==> src/rtl/pix_wr_ctrl.sv <==
`default_nettype none
// ============================================================================
//  Module      : pix_wr_ctrl
//  Description : Camera-side frame-buffer write master. Buffers the 24-bit
//                capture pixel stream in a small first-word-fall-through FIFO
//                and issues one single-word Avalon write per stored pixel at
//                sequential word addresses starting at BASE_ADDR.
//  Ports       :
//    clk            system / pixel clock
//    reset          synchronous, active-high reset
//    frame_start    one-cycle pulse marking the start of a camera frame
//    pix_valid      pix_data valid this cycle
//    pix_data       RGB888 pixel
//    ram_rdy        memory calibrated and ready
//    avl_ready      Avalon port accepts the current request
//    avl_write_req  Avalon write request (registered)
//    avl_addr       Avalon word address (registered)
//    wr_data        write data {8'h00, pixel} (registered)
//    busy           high whenever the controller is not IDLE
//    frame_done     one-cycle pulse when the frame is fully written
//    overflow       sticky: a pixel was dropped during this frame
//    sync_err       sticky: frame_start arrived while not IDLE
//  Revision    : 1.0 - initial release
// ============================================================================
module pix_wr_ctrl #(
    parameter int unsigned FRAME_PIXELS = 307200,
    parameter logic [28:0] BASE_ADDR    = 29'd0,
    parameter int unsigned FIFO_DEPTH   = 16
) (
    input  logic        clk,
    input  logic        reset,
    input  logic        frame_start,
    input  logic        pix_valid,
    input  logic [23:0] pix_data,
    input  logic        ram_rdy,
    input  logic        avl_ready,
    output logic        avl_write_req,
    output logic [28:0] avl_addr,
    output logic [31:0] wr_data,
    output logic        busy,
    output logic        frame_done,
    output logic        overflow,
    output logic        sync_err
);

    localparam int unsigned       c_PTR_W   = $clog2(FIFO_DEPTH);
    localparam logic [c_PTR_W:0]  c_DEPTH   = FIFO_DEPTH[c_PTR_W:0];
    localparam logic [c_PTR_W:0]  c_CNT_ONE = {{c_PTR_W{1'b0}}, 1'b1};
    localparam logic [28:0]       c_FRAME   = FRAME_PIXELS[28:0];

    localparam logic [1:0] c_IDLE    = 2'd0;
    localparam logic [1:0] c_CAPTURE = 2'd1;
    localparam logic [1:0] c_DRAIN   = 2'd2;

    // ------------------------------------------------------------------
    // State
    // ------------------------------------------------------------------
    logic [1:0]         r_state;
    logic [23:0]        r_mem [FIFO_DEPTH];
    logic [c_PTR_W-1:0] r_wr_ptr;
    logic [c_PTR_W-1:0] r_rd_ptr;
    logic [c_PTR_W:0]   r_count;
    logic [28:0]        r_in_cnt;
    logic               r_req;
    logic [28:0]        r_addr;
    logic [31:0]        r_wdata;
    logic               r_frame_done;
    logic               r_overflow;
    logic               r_sync_err;

    // ------------------------------------------------------------------
    // Combinational control
    // ------------------------------------------------------------------
    logic               w_start;
    logic               w_xfer;
    logic               w_pix_in;
    logic               w_full;
    logic               w_push;
    logic               w_drop;
    logic [c_PTR_W:0]   w_count_next;
    logic               w_slot_free;
    logic               w_sel;
    logic               w_src_in_fifo;
    logic [c_PTR_W-1:0] w_rd_idx;
    logic               w_load;
    logic [23:0]        w_load_pix;
    logic               w_req_next;
    logic [28:0]        w_in_cnt_inc;
    logic [1:0]         w_state_next;

    assign w_start  = (r_state == c_IDLE) && frame_start && ram_rdy;
    assign w_xfer   = r_req && avl_ready;
    assign w_pix_in = (r_state == c_CAPTURE) && pix_valid;
    assign w_full   = (r_count == c_DEPTH);

    // A full FIFO still accepts a pixel when the head leaves on the same edge.
    assign w_push   = w_pix_in && (!w_full || w_xfer);
    assign w_drop   = w_pix_in && w_full && !w_xfer;

    always_comb begin
        w_count_next = r_count;
        case ({w_push, w_xfer})
            2'b10:   w_count_next = r_count + c_CNT_ONE;
            2'b01:   w_count_next = r_count - c_CNT_ONE;
            default: w_count_next = r_count;
        endcase
    end

    // The outstanding request always corresponds to the FIFO head, which is
    // only popped on the transfer. A new request therefore sources entry 0
    // when nothing is outstanding, or entry 1 when the current one completes.
    // If that entry is being pushed this very cycle, pix_data is forwarded so
    // a pixel into an empty FIFO is requested on the next cycle.
    assign w_slot_free   = !r_req || w_xfer;
    assign w_sel         = r_req;
    assign w_src_in_fifo = (r_count > {{c_PTR_W{1'b0}}, w_sel});
    assign w_rd_idx      = r_rd_ptr + {{(c_PTR_W-1){1'b0}}, w_sel};
    assign w_load        = w_slot_free && ram_rdy && (w_src_in_fifo || w_push);
    assign w_load_pix    = w_src_in_fifo ? r_mem[w_rd_idx] : pix_data;
    assign w_req_next    = w_load || (r_req && !w_xfer);
    assign w_in_cnt_inc  = r_in_cnt + 29'd1;

    // DRAIN exit looks at next-cycle FIFO/request state so frame_done and
    // the fall of busy land on the cycle right after the final transfer.
    always_comb begin
        w_state_next = r_state;
        case (r_state)
            c_IDLE: begin
                if (w_start)
                    w_state_next = c_CAPTURE;
            end
            c_CAPTURE: begin
                if (w_pix_in && (w_in_cnt_inc == c_FRAME))
                    w_state_next = c_DRAIN;
            end
            c_DRAIN: begin
                if ((w_count_next == '0) && !w_req_next)
                    w_state_next = c_IDLE;
            end
            default: w_state_next = c_IDLE;
        endcase
    end

    // ------------------------------------------------------------------
    // FIFO storage (no reset needed: contents qualified by r_count)
    // ------------------------------------------------------------------
    always_ff @(posedge clk) begin
        if (w_push)
            r_mem[r_wr_ptr] <= pix_data;
    end

    // ------------------------------------------------------------------
    // Control registers
    // ------------------------------------------------------------------
    always_ff @(posedge clk) begin
        if (reset) begin
            r_state      <= c_IDLE;
            r_wr_ptr     <= '0;
            r_rd_ptr     <= '0;
            r_count      <= '0;
            r_in_cnt     <= '0;
            r_req        <= 1'b0;
            r_addr       <= BASE_ADDR;
            r_wdata      <= '0;
            r_frame_done <= 1'b0;
            r_overflow   <= 1'b0;
            r_sync_err   <= 1'b0;
        end else begin
            r_state <= w_state_next;
            r_count <= w_count_next;
            r_req   <= w_req_next;

            if (w_push)
                r_wr_ptr <= r_wr_ptr + {{(c_PTR_W-1){1'b0}}, 1'b1};
            if (w_xfer)
                r_rd_ptr <= r_rd_ptr + {{(c_PTR_W-1){1'b0}}, 1'b1};

            if (w_load)
                r_wdata <= {8'h00, w_load_pix};

            // r_addr tracks the address of the head pixel; it only moves on
            // a completed transfer, so dropped pixels never consume one.
            if (w_start) begin
                r_addr     <= BASE_ADDR;
                r_in_cnt   <= '0;
                r_overflow <= 1'b0;
            end else begin
                if (w_xfer)
                    r_addr <= r_addr + 29'd1;
                if (w_pix_in)
                    r_in_cnt <= w_in_cnt_inc;
                if (w_drop)
                    r_overflow <= 1'b1;
            end

            if (frame_start && (r_state != c_IDLE))
                r_sync_err <= 1'b1;

            r_frame_done <= (r_state == c_DRAIN) && (w_state_next == c_IDLE);
        end
    end

    // ------------------------------------------------------------------
    // Outputs
    // ------------------------------------------------------------------
    assign avl_write_req = r_req;
    assign avl_addr      = r_addr;
    assign wr_data       = r_wdata;
    assign busy          = (r_state != c_IDLE);
    assign frame_done    = r_frame_done;
    assign overflow      = r_overflow;
    assign sync_err      = r_sync_err;

endmodule
`default_nettype wire

==> config.mk <==
export PLATFORM = sky130hd
export DESIGN_NAME = pix_wr_ctrl
export DESIGN_NICKNAME = d
export VERILOG_FILES = /design/src/rtl/pix_wr_ctrl.sv
export SDC_FILE = /design/constraint.sdc
export NUM_CORES = 1
export LEC_CHECK = 0
export BUFFER_PORTS_ARGS = -buffer_cell sky130_fd_sc_hd__buf_2
export CAP_MARGIN = 5
export CORE_MARGIN = 8
export CORE_UTILIZATION = 55
export DETAILED_ROUTE_END_ITERATION = 16
export PLACE_DENSITY = 0.76
export SYNTH_ARGS = -nofsm -noshare
export SYNTH_HDL_FRONTEND = slang
export SYNTH_SLANG_ARGS = --single-unit
export TNS_END_PERCENT = 30
==> constraint.sdc <==
create_clock -name clk -period 6.3 [get_ports clk]
set_input_delay 0 -clock clk [delete_from_list [all_inputs] [get_ports clk]]
set_output_delay 0 -clock clk [all_outputs]
set_load 0.01 [all_outputs]
==> run metrics <==
Final ANT Viol Nets 0; register-to-register setup slack about 2700 ps; Yosys top cell by area edfxtp_1; crit path time final 3620 ps; CP startpoint kind flop; clk sinks slightly below 500; vias per inst just over 6; hold crit path type input port to flop; R2R depth 4; io pins between 90 and 100; Slew headroom a little under a fifth; Nets 1328; ys async rst share 0%; MaxCap Viol Count 0; crit share post-route between 50 and 60%; Synth top area share approximately three fifths; Worst setup EP type flop; CTS tree yes; warnings from Yosys 0; Max Transition Viols Final 0; Seq cells post-synth approximately 490; Core Region 0.0352 sq mm; RSZ-0062 raised after global routing no; global-route wire length before repair about 65000 microns; r2r startpoint r_state[1]$_SDFF_PP0_; Max clock buf depth 3; Worst EP arrival 3810 ps; total power a little over 7 mW; min-delay src pix_valid; vias in the first global route roughly 11000; most frequent cells after synthesis edfxtp_1, mux4_2, nor2_1; post-detail-place hpwl between 20000 and 25000 microns; Min-Delay Path Depth 6; 1st-iter DRT viols around 1000; H-tree Lvls 2; status finished clean; syn_area_per_cell around 17 sq um; Leak slightly above 7 nW; final hold violations 0; IO buf count 87; routed wire length roughly 42000 microns; Top FF cell, synth edfxtp_1; Worst Max-Slew Pin Slew between 1000 and 1500 ps; initial core utilization between 50% and 60%; post-CTS sizing 0; synth unique cells between 50 and 60; Cell Area, Synth between 0.015 and 0.02 sq mm; r2r endpoint r_mem[7][4]$_DFFE_PP_; Overflow after GRT 0; Setup violations, final 0; diode count 0; largest net degree at the start of global routing 77; Skew-Pair Late Insertion Delay roughly 580 ps; power per cell area 323 mW/mm^2; area grow syn2layout 14.3%; 1st-pass router iterations 7; Die X about 200 microns; share of layout cells above drive strength 1 24.3%; register area share after synthesis a little over two thirds; Post-Syn Instances ~1200; Clock Skew ~18 ps; Final TNS setup 0 ps; top post-synthesis cells by area edfxtp_1, mux4_2, dfxtp_1; clock-pin slew on the worst setup and hold paths 60 ps; vias about 11000; fmax 276 MHz; total die area between 0.04 and 0.05 sq mm; CTS Buf Count 47; post-CTS setup buffer count 0; EDFF count, synth about 380; Avg WL per Cell between 20 and 25 microns; root buf cell clkbuf_16; CTS Hold Buffers Added 27; most common cell in the netlist edfxtp_1; RD Place Congestion between 0.8 and 0.9; DRC viols 0; WS Path Type flop to flop; Die Y between 200 and 250 microns; Hold EP r_in_cnt[1]$_SDFFE_PP0P_; VDD IR-drop max around 0.34 mV; site row count 69; hold_ws around 37 ps; Tot GR Track Use 20.3%; initial antenna violation count 0; crit path max fanout 24; CP required about 6500 ps
==> worst max-delay path: stages (launching register included) <==
cell,delay [ps]
dfxtp_1,350
nand3b_1,550
a21oi_1,940
nand2_1,470
nor2_4,910
==> cell type report <==
cell class / count / area, sq um
Tap cell: 461 / 577
Clock buffer: 63 / 1250
Timing Repair Buffer: 129 / 831
Clock inverter: 25 / 238
Inverter: 6 / 22.5
Sequential cell: 485 / 13600
Multi-Input combinational cell: 617 / 5820
Fill cell: 2491 / 12900
==> cell usage in the layout (no fill, tap or decap), types with 8 or more instances in the layout <==
cell           instances
edfxtp_1             384
mux4_2               120
nor2_1               106
dfxtp_1              101
buf_2                 87
nand2_1               63
clkbuf_16             47
a21oi_1               39
xnor2_1               36
xor2_1                36
a211oi_1              27
dlygate4sd3_1         27
nand3_1               26
nand4_1               19
nor3_1                15
clkbuf_1              15
clkinv_2              14
buf_4                 14
nor2_4                12
and3_1                11
nor4_1                10
ha_1                  10
and4_1                 8
conb_1                 8
==> logic make-up after synthesis <==
group	count (synthesis)	synth area share, %
muxes	124	14.1
and+or+nand+nor	304	7.38
other	1	0.0192
adders and majority gates	12	0.770
AOI/OAI and AO/OA	95	3.25
xor gates and xnor gates	74	3.32
buffers and inverters	76	1.71
DFF	485	69.5
==> stage by stage <==
| stage | setup WS (ps) | cell area [sq um] | std cells | util [%] |
|---|---|---|---|---|
| final | 2680 | 22300 | 1786 | 63.3 |
| after detailed placement | 2700 | 20500 | 1671 | 58.3 |
| after floorplan | 2730 | 19500 | 1178 | - |
| after global routing | 2420 | 22300 | 1786 | 63.3 |
| after CTS | 2680 | 22300 | 1786 | 63.3 |
| after global placement | 2760 | 20500 | 1671 | 58.3 |
==> worst max path at each step <==
stage,startpoint,endpoint,depth (start not counted)
2_1_floorplan,r_count[1]$_SDFF_PP0_,r_mem[3][0]$_DFFE_PP_,6
3_3_place_gp,r_state[1]$_SDFF_PP0_,r_mem[7][7]$_DFFE_PP_,4
3_5_place_dp,r_state[1]$_SDFF_PP0_,r_mem[7][10]$_DFFE_PP_,4
4_1_cts,r_state[1]$_SDFF_PP0_,r_mem[7][21]$_DFFE_PP_,4
5_1_grt,r_state[1]$_SDFF_PP0_,r_mem[7][4]$_DFFE_PP_,4
6_report,r_state[1]$_SDFF_PP0_,r_mem[7][4]$_DFFE_PP_,4
==> report_power, final <==
group,switching (mW),internal (mW)
sequential,0.0495,3.51
clock,1.19,1.53
combinational,0.517,0.411
total,1.75,5.45
==> per-layer routing <==
layer | track usage, % | share of wire, % | up-vias
met4 | 6.48 | 2.7 | 0
met5 | 0 | 0 | -
li1 | - | - | 4797
met1 | 27.4 | 40 | 5427
met2 | 32.9 | 48 | 523
met3 | 3.93 | 8.6 | 82
==> flip-flops by register name, indices dropped and copies added (netlist names), 2 cells and up <==
register,count
r_wr_ptr,4
r_state,2
r_in_cnt,29
avl_addr,29
wr_data,24
r_rd_ptr,4
r_count,5
r_mem,384
(Power assumes the default switching activity.)
